File: src/rtl/voting_pkg.sv
// Shared constants for the vote result reporter: frame layout, vote count
// width, FSM encodings and the frame checksum helper.
package voting_pkg;

  localparam int         VOTE_W        = 8;
  localparam logic [7:0] FRAME_HDR     = 8'hA5;
  localparam int         FRAME_BYTES   = 6;
  localparam logic [2:0] LAST_BYTE_IDX = 3'(FRAME_BYTES - 1);

  // Byte serialiser states
  localparam logic [1:0] ST_IDLE  = 2'd0;
  localparam logic [1:0] ST_START = 2'd1;
  localparam logic [1:0] ST_DATA  = 2'd2;
  localparam logic [1:0] ST_STOP  = 2'd3;

  // Frame sequencer states
  localparam logic [1:0] FR_IDLE = 2'd0;
  localparam logic [1:0] FR_SEND = 2'd1;
  localparam logic [1:0] FR_DONE = 2'd2;

  // XOR of the header and the four counts, sent as the trailing byte
  function automatic logic [7:0] frame_checksum(
    input logic [VOTE_W-1:0] c1,
    input logic [VOTE_W-1:0] c2,
    input logic [VOTE_W-1:0] c3,
    input logic [VOTE_W-1:0] c4
  );
    return FRAME_HDR ^ c1 ^ c2 ^ c3 ^ c4;
  endfunction

endpackage

File: src/rtl/uart_tx_byte.sv
// UART 8N1 byte serialiser. A start seen while idle, or on the final cycle of
// a stop bit, loads the byte immediately, so bytes can be chained back to back
// with no idle gap. tx is driven straight from a flop.
module uart_tx_byte
  import voting_pkg::*;
#(
  parameter int CLKS_PER_BIT = 868
) (
  input  logic       clock,
  input  logic       reset,
  input  logic       start,
  input  logic [7:0] byte_in,
  output logic       busy,
  output logic       done,
  output logic       tx
);

  localparam int CNT_W = (CLKS_PER_BIT > 1) ? $clog2(CLKS_PER_BIT) : 1;
  localparam logic [CNT_W-1:0] CNT_MAX = CNT_W'(CLKS_PER_BIT - 1);

  logic [1:0]       state_q, state_d;
  logic [CNT_W-1:0] cnt_q, cnt_d;
  logic [2:0]       bit_idx_q, bit_idx_d;
  logic [7:0]       shift_q, shift_d;
  logic             tx_q, tx_d;
  logic             bit_end_s;

  assign bit_end_s = (cnt_q == CNT_MAX);
  assign busy      = (state_q != ST_IDLE);
  assign done      = (state_q == ST_STOP) && bit_end_s;
  assign tx        = tx_q;

  // Next-state logic: baud counting, bit sequencing and line level
  always_comb begin
    state_d   = state_q;
    cnt_d     = cnt_q;
    bit_idx_d = bit_idx_q;
    shift_d   = shift_q;
    tx_d      = tx_q;
    case (state_q)
      ST_IDLE: begin
        if (start) begin
          state_d   = ST_START;
          cnt_d     = '0;
          bit_idx_d = 3'd0;
          shift_d   = byte_in;
          tx_d      = 1'b0;
        end else begin
          tx_d = 1'b1;
        end
      end
      ST_START: begin
        if (bit_end_s) begin
          state_d   = ST_DATA;
          cnt_d     = '0;
          bit_idx_d = 3'd0;
          tx_d      = shift_q[0];
        end else begin
          cnt_d = cnt_q + CNT_W'(1);
        end
      end
      ST_DATA: begin
        if (bit_end_s) begin
          cnt_d = '0;
          if (bit_idx_q == 3'd7) begin
            state_d = ST_STOP;
            tx_d    = 1'b1;
          end else begin
            bit_idx_d = bit_idx_q + 3'd1;
            shift_d   = {1'b0, shift_q[7:1]};
            tx_d      = shift_q[1];
          end
        end else begin
          cnt_d = cnt_q + CNT_W'(1);
        end
      end
      ST_STOP: begin
        if (bit_end_s) begin
          cnt_d = '0;
          if (start) begin
            state_d   = ST_START;
            bit_idx_d = 3'd0;
            shift_d   = byte_in;
            tx_d      = 1'b0;
          end else begin
            state_d = ST_IDLE;
            tx_d    = 1'b1;
          end
        end else begin
          cnt_d = cnt_q + CNT_W'(1);
        end
      end
      default: begin
        state_d = ST_IDLE;
        cnt_d   = '0;
        tx_d    = 1'b1;
      end
    endcase
  end

  // State registers; reset forces the line high at once
  always_ff @(posedge clock or posedge reset) begin
    if (reset) begin
      state_q   <= ST_IDLE;
      cnt_q     <= '0;
      bit_idx_q <= 3'd0;
      shift_q   <= 8'h00;
      tx_q      <= 1'b1;
    end else begin
      state_q   <= state_d;
      cnt_q     <= cnt_d;
      bit_idx_q <= bit_idx_d;
      shift_q   <= shift_d;
      tx_q      <= tx_d;
    end
  end

endmodule

File: src/rtl/vote_result_uart_tx.sv
// Vote result reporter: on a report request in result mode, snapshots the four
// candidate counts and sends A5, c1, c2, c3, c4, checksum over UART 8N1.
module vote_result_uart_tx
  import voting_pkg::*;
#(
  parameter int CLK_FREQ     = 100_000_000,
  parameter int BAUD         = 115_200,
  parameter int CLKS_PER_BIT = CLK_FREQ / BAUD
) (
  input  logic              clock,
  input  logic              reset,
  input  logic              mode,
  input  logic              report_req,
  input  logic [VOTE_W-1:0] cand1_votes,
  input  logic [VOTE_W-1:0] cand2_votes,
  input  logic [VOTE_W-1:0] cand3_votes,
  input  logic [VOTE_W-1:0] cand4_votes,
  output logic              tx,
  output logic              busy,
  output logic              frame_done
);

  logic [1:0]        fr_state_q, fr_state_d;
  logic [2:0]        byte_idx_q, byte_idx_d;
  logic [VOTE_W-1:0] snap1_q, snap1_d, snap2_q, snap2_d;
  logic [VOTE_W-1:0] snap3_q, snap3_d, snap4_q, snap4_d;
  logic [7:0]        checksum_q, checksum_d;
  logic              busy_q, busy_d;
  logic              frame_done_q, frame_done_d;

  logic              accept_s;
  logic [2:0]        next_idx_s;
  logic [7:0]        next_byte_s;
  logic              ser_start_s;
  logic [7:0]        ser_byte_s;
  logic              ser_busy_s;
  logic              ser_done_s;

  assign accept_s   = (fr_state_q == FR_IDLE) && mode && report_req && !ser_busy_s;
  assign next_idx_s = byte_idx_q + 3'd1;

  // Byte mux: selects the frame byte that follows the one now on the line
  always_comb begin
    next_byte_s = FRAME_HDR;
    case (next_idx_s)
      3'd1:    next_byte_s = snap1_q;
      3'd2:    next_byte_s = snap2_q;
      3'd3:    next_byte_s = snap3_q;
      3'd4:    next_byte_s = snap4_q;
      3'd5:    next_byte_s = checksum_q;
      default: next_byte_s = FRAME_HDR;
    endcase
  end

  // Frame sequencer: accepts requests, feeds bytes, ends with a DONE cycle
  always_comb begin
    fr_state_d   = fr_state_q;
    byte_idx_d   = byte_idx_q;
    snap1_d      = snap1_q;
    snap2_d      = snap2_q;
    snap3_d      = snap3_q;
    snap4_d      = snap4_q;
    checksum_d   = checksum_q;
    busy_d       = busy_q;
    frame_done_d = 1'b0;
    ser_start_s  = 1'b0;
    ser_byte_s   = FRAME_HDR;
    case (fr_state_q)
      FR_IDLE: begin
        if (accept_s) begin
          snap1_d     = cand1_votes;
          snap2_d     = cand2_votes;
          snap3_d     = cand3_votes;
          snap4_d     = cand4_votes;
          checksum_d  = frame_checksum(cand1_votes, cand2_votes, cand3_votes, cand4_votes);
          byte_idx_d  = 3'd0;
          busy_d      = 1'b1;
          fr_state_d  = FR_SEND;
          ser_start_s = 1'b1;
          ser_byte_s  = FRAME_HDR;
        end else begin
          busy_d = 1'b0;
        end
      end
      FR_SEND: begin
        if (ser_done_s) begin
          if (byte_idx_q < LAST_BYTE_IDX) begin
            byte_idx_d  = next_idx_s;
            ser_start_s = 1'b1;
            ser_byte_s  = next_byte_s;
          end else begin
            fr_state_d   = FR_DONE;
            busy_d       = 1'b0;
            frame_done_d = 1'b1;
          end
        end else begin
          busy_d = 1'b1;
        end
      end
      FR_DONE: begin
        fr_state_d = FR_IDLE;
        busy_d     = 1'b0;
      end
      default: begin
        fr_state_d = FR_IDLE;
        busy_d     = 1'b0;
      end
    endcase
  end

  // Sequencer, snapshot and output registers
  always_ff @(posedge clock or posedge reset) begin
    if (reset) begin
      fr_state_q   <= FR_IDLE;
      byte_idx_q   <= 3'd0;
      snap1_q      <= '0;
      snap2_q      <= '0;
      snap3_q      <= '0;
      snap4_q      <= '0;
      checksum_q   <= 8'h00;
      busy_q       <= 1'b0;
      frame_done_q <= 1'b0;
    end else begin
      fr_state_q   <= fr_state_d;
      byte_idx_q   <= byte_idx_d;
      snap1_q      <= snap1_d;
      snap2_q      <= snap2_d;
      snap3_q      <= snap3_d;
      snap4_q      <= snap4_d;
      checksum_q   <= checksum_d;
      busy_q       <= busy_d;
      frame_done_q <= frame_done_d;
    end
  end

  uart_tx_byte #(
    .CLKS_PER_BIT(CLKS_PER_BIT)
  ) u_uart_tx_byte (
    .clock   (clock),
    .reset   (reset),
    .start   (ser_start_s),
    .byte_in (ser_byte_s),
    .busy    (ser_busy_s),
    .done    (ser_done_s),
    .tx      (tx)
  );

  assign busy       = busy_q;
  assign frame_done = frame_done_q;

endmodule
File: config.mk
export PLATFORM = sky130hd
export DESIGN_NAME = vote_result_uart_tx
export DESIGN_NICKNAME = d
export VERILOG_FILES = /design/src/rtl/voting_pkg.sv /design/src/rtl/uart_tx_byte.sv /design/src/rtl/vote_result_uart_tx.sv
export SDC_FILE = /design/constraint.sdc
export NUM_CORES = 1
export LEC_CHECK = 0
export BUFFER_PORTS_ARGS = -buffer_cell sky130_fd_sc_hd__buf_2
export CAP_MARGIN = 15
export CORE_MARGIN = 1
export CORE_UTILIZATION = 30
export DETAILED_ROUTE_END_ITERATION = 8
export GPL_TIMING_DRIVEN = 0
export SYNTH_ARGS = -nofsm -noshare
export SYNTH_HDL_FRONTEND = slang
export SYNTH_SLANG_ARGS = --single-unit
File: constraint.sdc
create_clock -name clock -period 3.8 [get_ports clock]
set_clock_uncertainty 0.05 [all_clocks]
set_input_delay 0.38 -clock clock [delete_from_list [all_inputs] [get_ports clock]]
set_output_delay 0.38 -clock clock [all_outputs]
set_load 0.05 [all_outputs]
==> impl_metrics.yaml <==
routing:
  post_drt_wl_per_cell_um: 14.60
  antenna_left: 0
  drc_errors: 0
  wirelength_um: 9389
  drtIter0Drc: 244
  viasPerCell: 4.980
  drtPass1Iterations: 5
  dr_total_vias: 3202
critical_path:
  cp_data_arrival_time_ns: 2.81
  r2r-end: "u_uart_tx_byte.shift_q[2]"
  path_max_fanout: 10
  r2r-start: "byte_idx_q[0]"
  worstSetupStartpoint: "byte_idx_q[0]"
  ff2ff_setup_slack_ns: 1.15
  endpoint: "u_uart_tx_byte.shift_q[2]"
  crit_required_ns: 3.96
  worstSetupEndpointType: "flop"
  ff2ff_path_depth: 9
  crit_type: "reg2reg"
  start_kind: "flop"
clocking:
  cts_sinks: 71
  cts_max_level: 3
  cts_tree: "done"
  root_buffer: "clkbuf_16"
  hold_buffers: 0
  cts_resized: 0
  insertion_delay_ns: 0.33
  cts.clk_slew.worst_paths_ns: 0.06
  clock_path_buffers: 2
  postCtsSetupBuffers: 0
  cts-buffers-inserted: 9
synthesis:
  async_flop_share: 1.000
  netlist_instances: 417
  synth-edff-count: 0
  ys_seq_area_frac: 0.4572
  syn-num-nets: 467
  ys.flop_type: "dfrtp_1"
  syn-mean-instance-area_um2: 9.325
  synth.ff_latch_count: 71
  ys_types: 59
  synth_area_um2: 3889
  synth_warnings: 0
grt:
  grt-ovfl-total: 0
  grt.total_usage: 0.1537
  grt_pass1_vias: 3156
  grt_pass1_wl_um: 15950
  antenna_found_initial: 0
  grt_max_degree: 72
sta:
  hold_viol_final: 0
  fmax_mhz: 377.1
  worstMarginPinSlew_ns: 0.9155
  finalSetupViolations: 0
  layout_worst_path_cycle_share: 0.6978
  fin_setup_tns_ns: 0
  rsz0062_at_grt: "false"
  period_needed_ns: 2.652
  setup_slack_ns: 1.148
  holdWs_ns: 0.1851
  drv_slew: 0
  slew_headroom: 0.3897
pwr:
  p_clk_frac: 0.545
  switching_power_mw: 0.3739
  power_density_nw_per_um2: 392.9
  p_total_mw: 1.828
  p_int_mw: 1.454
  netSwitchingFraction: 0.2046
  ir_drop_uv: 191.1
  cellLeakagePower_nw: 2.131
  p_comb_frac: 0.041
  p_seq_frac: 0.414
die:
  die-area_um2: 13420
  die_w_um: 115.9
  coreArea_um2: 12620
  start_util: 0.3081
  rows: 41
  pin_count: 39
  die_h_um: 115.9
status:
  outcome: "finished, final reports clean"
run:
  drv_cap: 0
place:
  portBuffers: 38
  hpwlAfterDp_um: 6529
  dpl_worst_slack_ns: 1.186
  gp_congestion: 0.7783
final_layout:
  nets: 516
  drive_above_1_share: 0.1847
  area_growth_syn_to_layout_pct: 19.63
  antenna_cells: 0
  utilization: 0.3686
hold_path:
  worst_hold_path_type: "in2async"
-- area by class of cell --
class	count	area [µm²]
inverters	8	32.53
multi-input cells	314	1964
flip-flops and latches	71	1778
fillers	1332	7968
repair buffers	38	190.2
clock inverters	6	116.4
plain buffers	24	116.4
well taps	172	215.2
clock buffers	10	239.0
-- cell families (layout without fill, tap and decap cells) --
logic type | after synthesis | in the layout | synth area share
adders and majority gates | 14 | 14 | 0.04505
xor gates and xnor gates | 28 | 28 | 0.06306
and+or+nand+nor | 173 | 173 | 0.1985
AOI/OAI and AO/OA | 89 | 89 | 0.1699
buffers and inverters | 32 | 86 | 0.03764
muxes | 10 | 10 | 0.02864
DFF | 71 | 71 | 0.4572
-- flip-flops by register name, indices dropped and copies added (netlist names) --
name / flops
u_uart_tx_byte.cnt_q: 10
checksum_q: 8
snap1_q: 8
snap2_q: 8
snap3_q: 8
snap4_q: 8
u_uart_tx_byte.shift_q: 8
byte_idx_q: 3
u_uart_tx_byte.bit_idx_q: 3
fr_state_q: 2
u_uart_tx_byte.state_q: 2
busy: 1
frame_done: 1
u_uart_tx_byte.tx: 1
-- cell usage in the layout, fill, tap and decap left out, types with 7 or more instances in the layout --
cell       instances
mux2_2             9
buf_2             40
inv_1              7
clkbuf_1          14
dfrtp_1           70
o21ai_0           29
a22o_1             8
a222oi_1           8
nand2_1          118
nor2_1            18
xnor2_1           21
xor2_1             7
ha_1              14
clkbuf_16          9
nand3_1            7
-- cell usage after synthesis (2+ instances only) --
cell	count	share of area
a211oi_1	4	0.0077
a21o_1	2	0.0039
a21oi_1	5	0.0064
a221oi_1	5	0.011
a222oi_1	8	0.021
a22o_1	8	0.018
a22oi_1	6	0.012
and3_1	3	0.0048
buf_1	4	0.0039
buf_2	2	0.0026
buf_6	3	0.0087
clkbuf_1	14	0.014
dfrtp_1	70	0.45
ha_1	14	0.045
inv_1	8	0.0077
mux2_2	9	0.026
nand2_1	118	0.11
nand3_1	7	0.0090
nand4_1	4	0.0064
nor2_1	18	0.017
nor2b_1	5	0.0080
nor3_1	6	0.0077
o21ai_0	29	0.037
o31ai_1	4	0.0077
xnor2_1	21	0.047
xor2_1	7	0.016
-- power by group through the flow --
stage                     Sequential (mW)  Clock [mW]  Combinational, mW
after floorplan                     0.770           0             0.0413
after global placement              0.770           0             0.0743
after detailed placement            0.770           0             0.0759
after CTS                           0.756        1.01             0.0763
after global routing                0.756        1.04             0.0842
final                               0.756       0.997             0.0747
-- routing by layer --
layer	global-route usage	part of all wire	vias to the layer above
met5	0	0	-
met4	0.04957	0.014	0
met3	0.02615	0.052	12
met2	0.2456	0.45	85
met1	0.2114	0.49	1553
li1	-	-	1552
-- how the worst min path moves through the flow --
stage	end	cells after the start	slack (ns)
2_1_floorplan	snap1_q[6]	2	0.39
3_3_place_gp	snap3_q[1]	2	0.41
3_5_place_dp	snap4_q[1]	2	0.41
4_1_cts	snap2_q[0]	3	0.21
5_1_grt	snap1_q[0]	3	0.23
6_report	u_uart_tx_byte.cnt_q[1]	2	0.19
-- through the flow --
step,instances,area (µm²)
final,643,4652
after global routing,643,4652
after CTS,643,4652
after detailed placement,627,4297
after global placement,627,4294
after floorplan,417,3889
-- worst max-delay path, stage by stage, from the launching register on --
cell and delay (ns):
dfrtp_1 0.46, inv_1 0.12, ha_1 0.21, clkbuf_1 0.25
buf_1 0.33, a222oi_1 0.50, nand2_1 0.10, a22oi_1 0.14
o21ai_0 0.10, mux2_2 0.28
No activity file was read; power rests on OpenSTA's default activity.
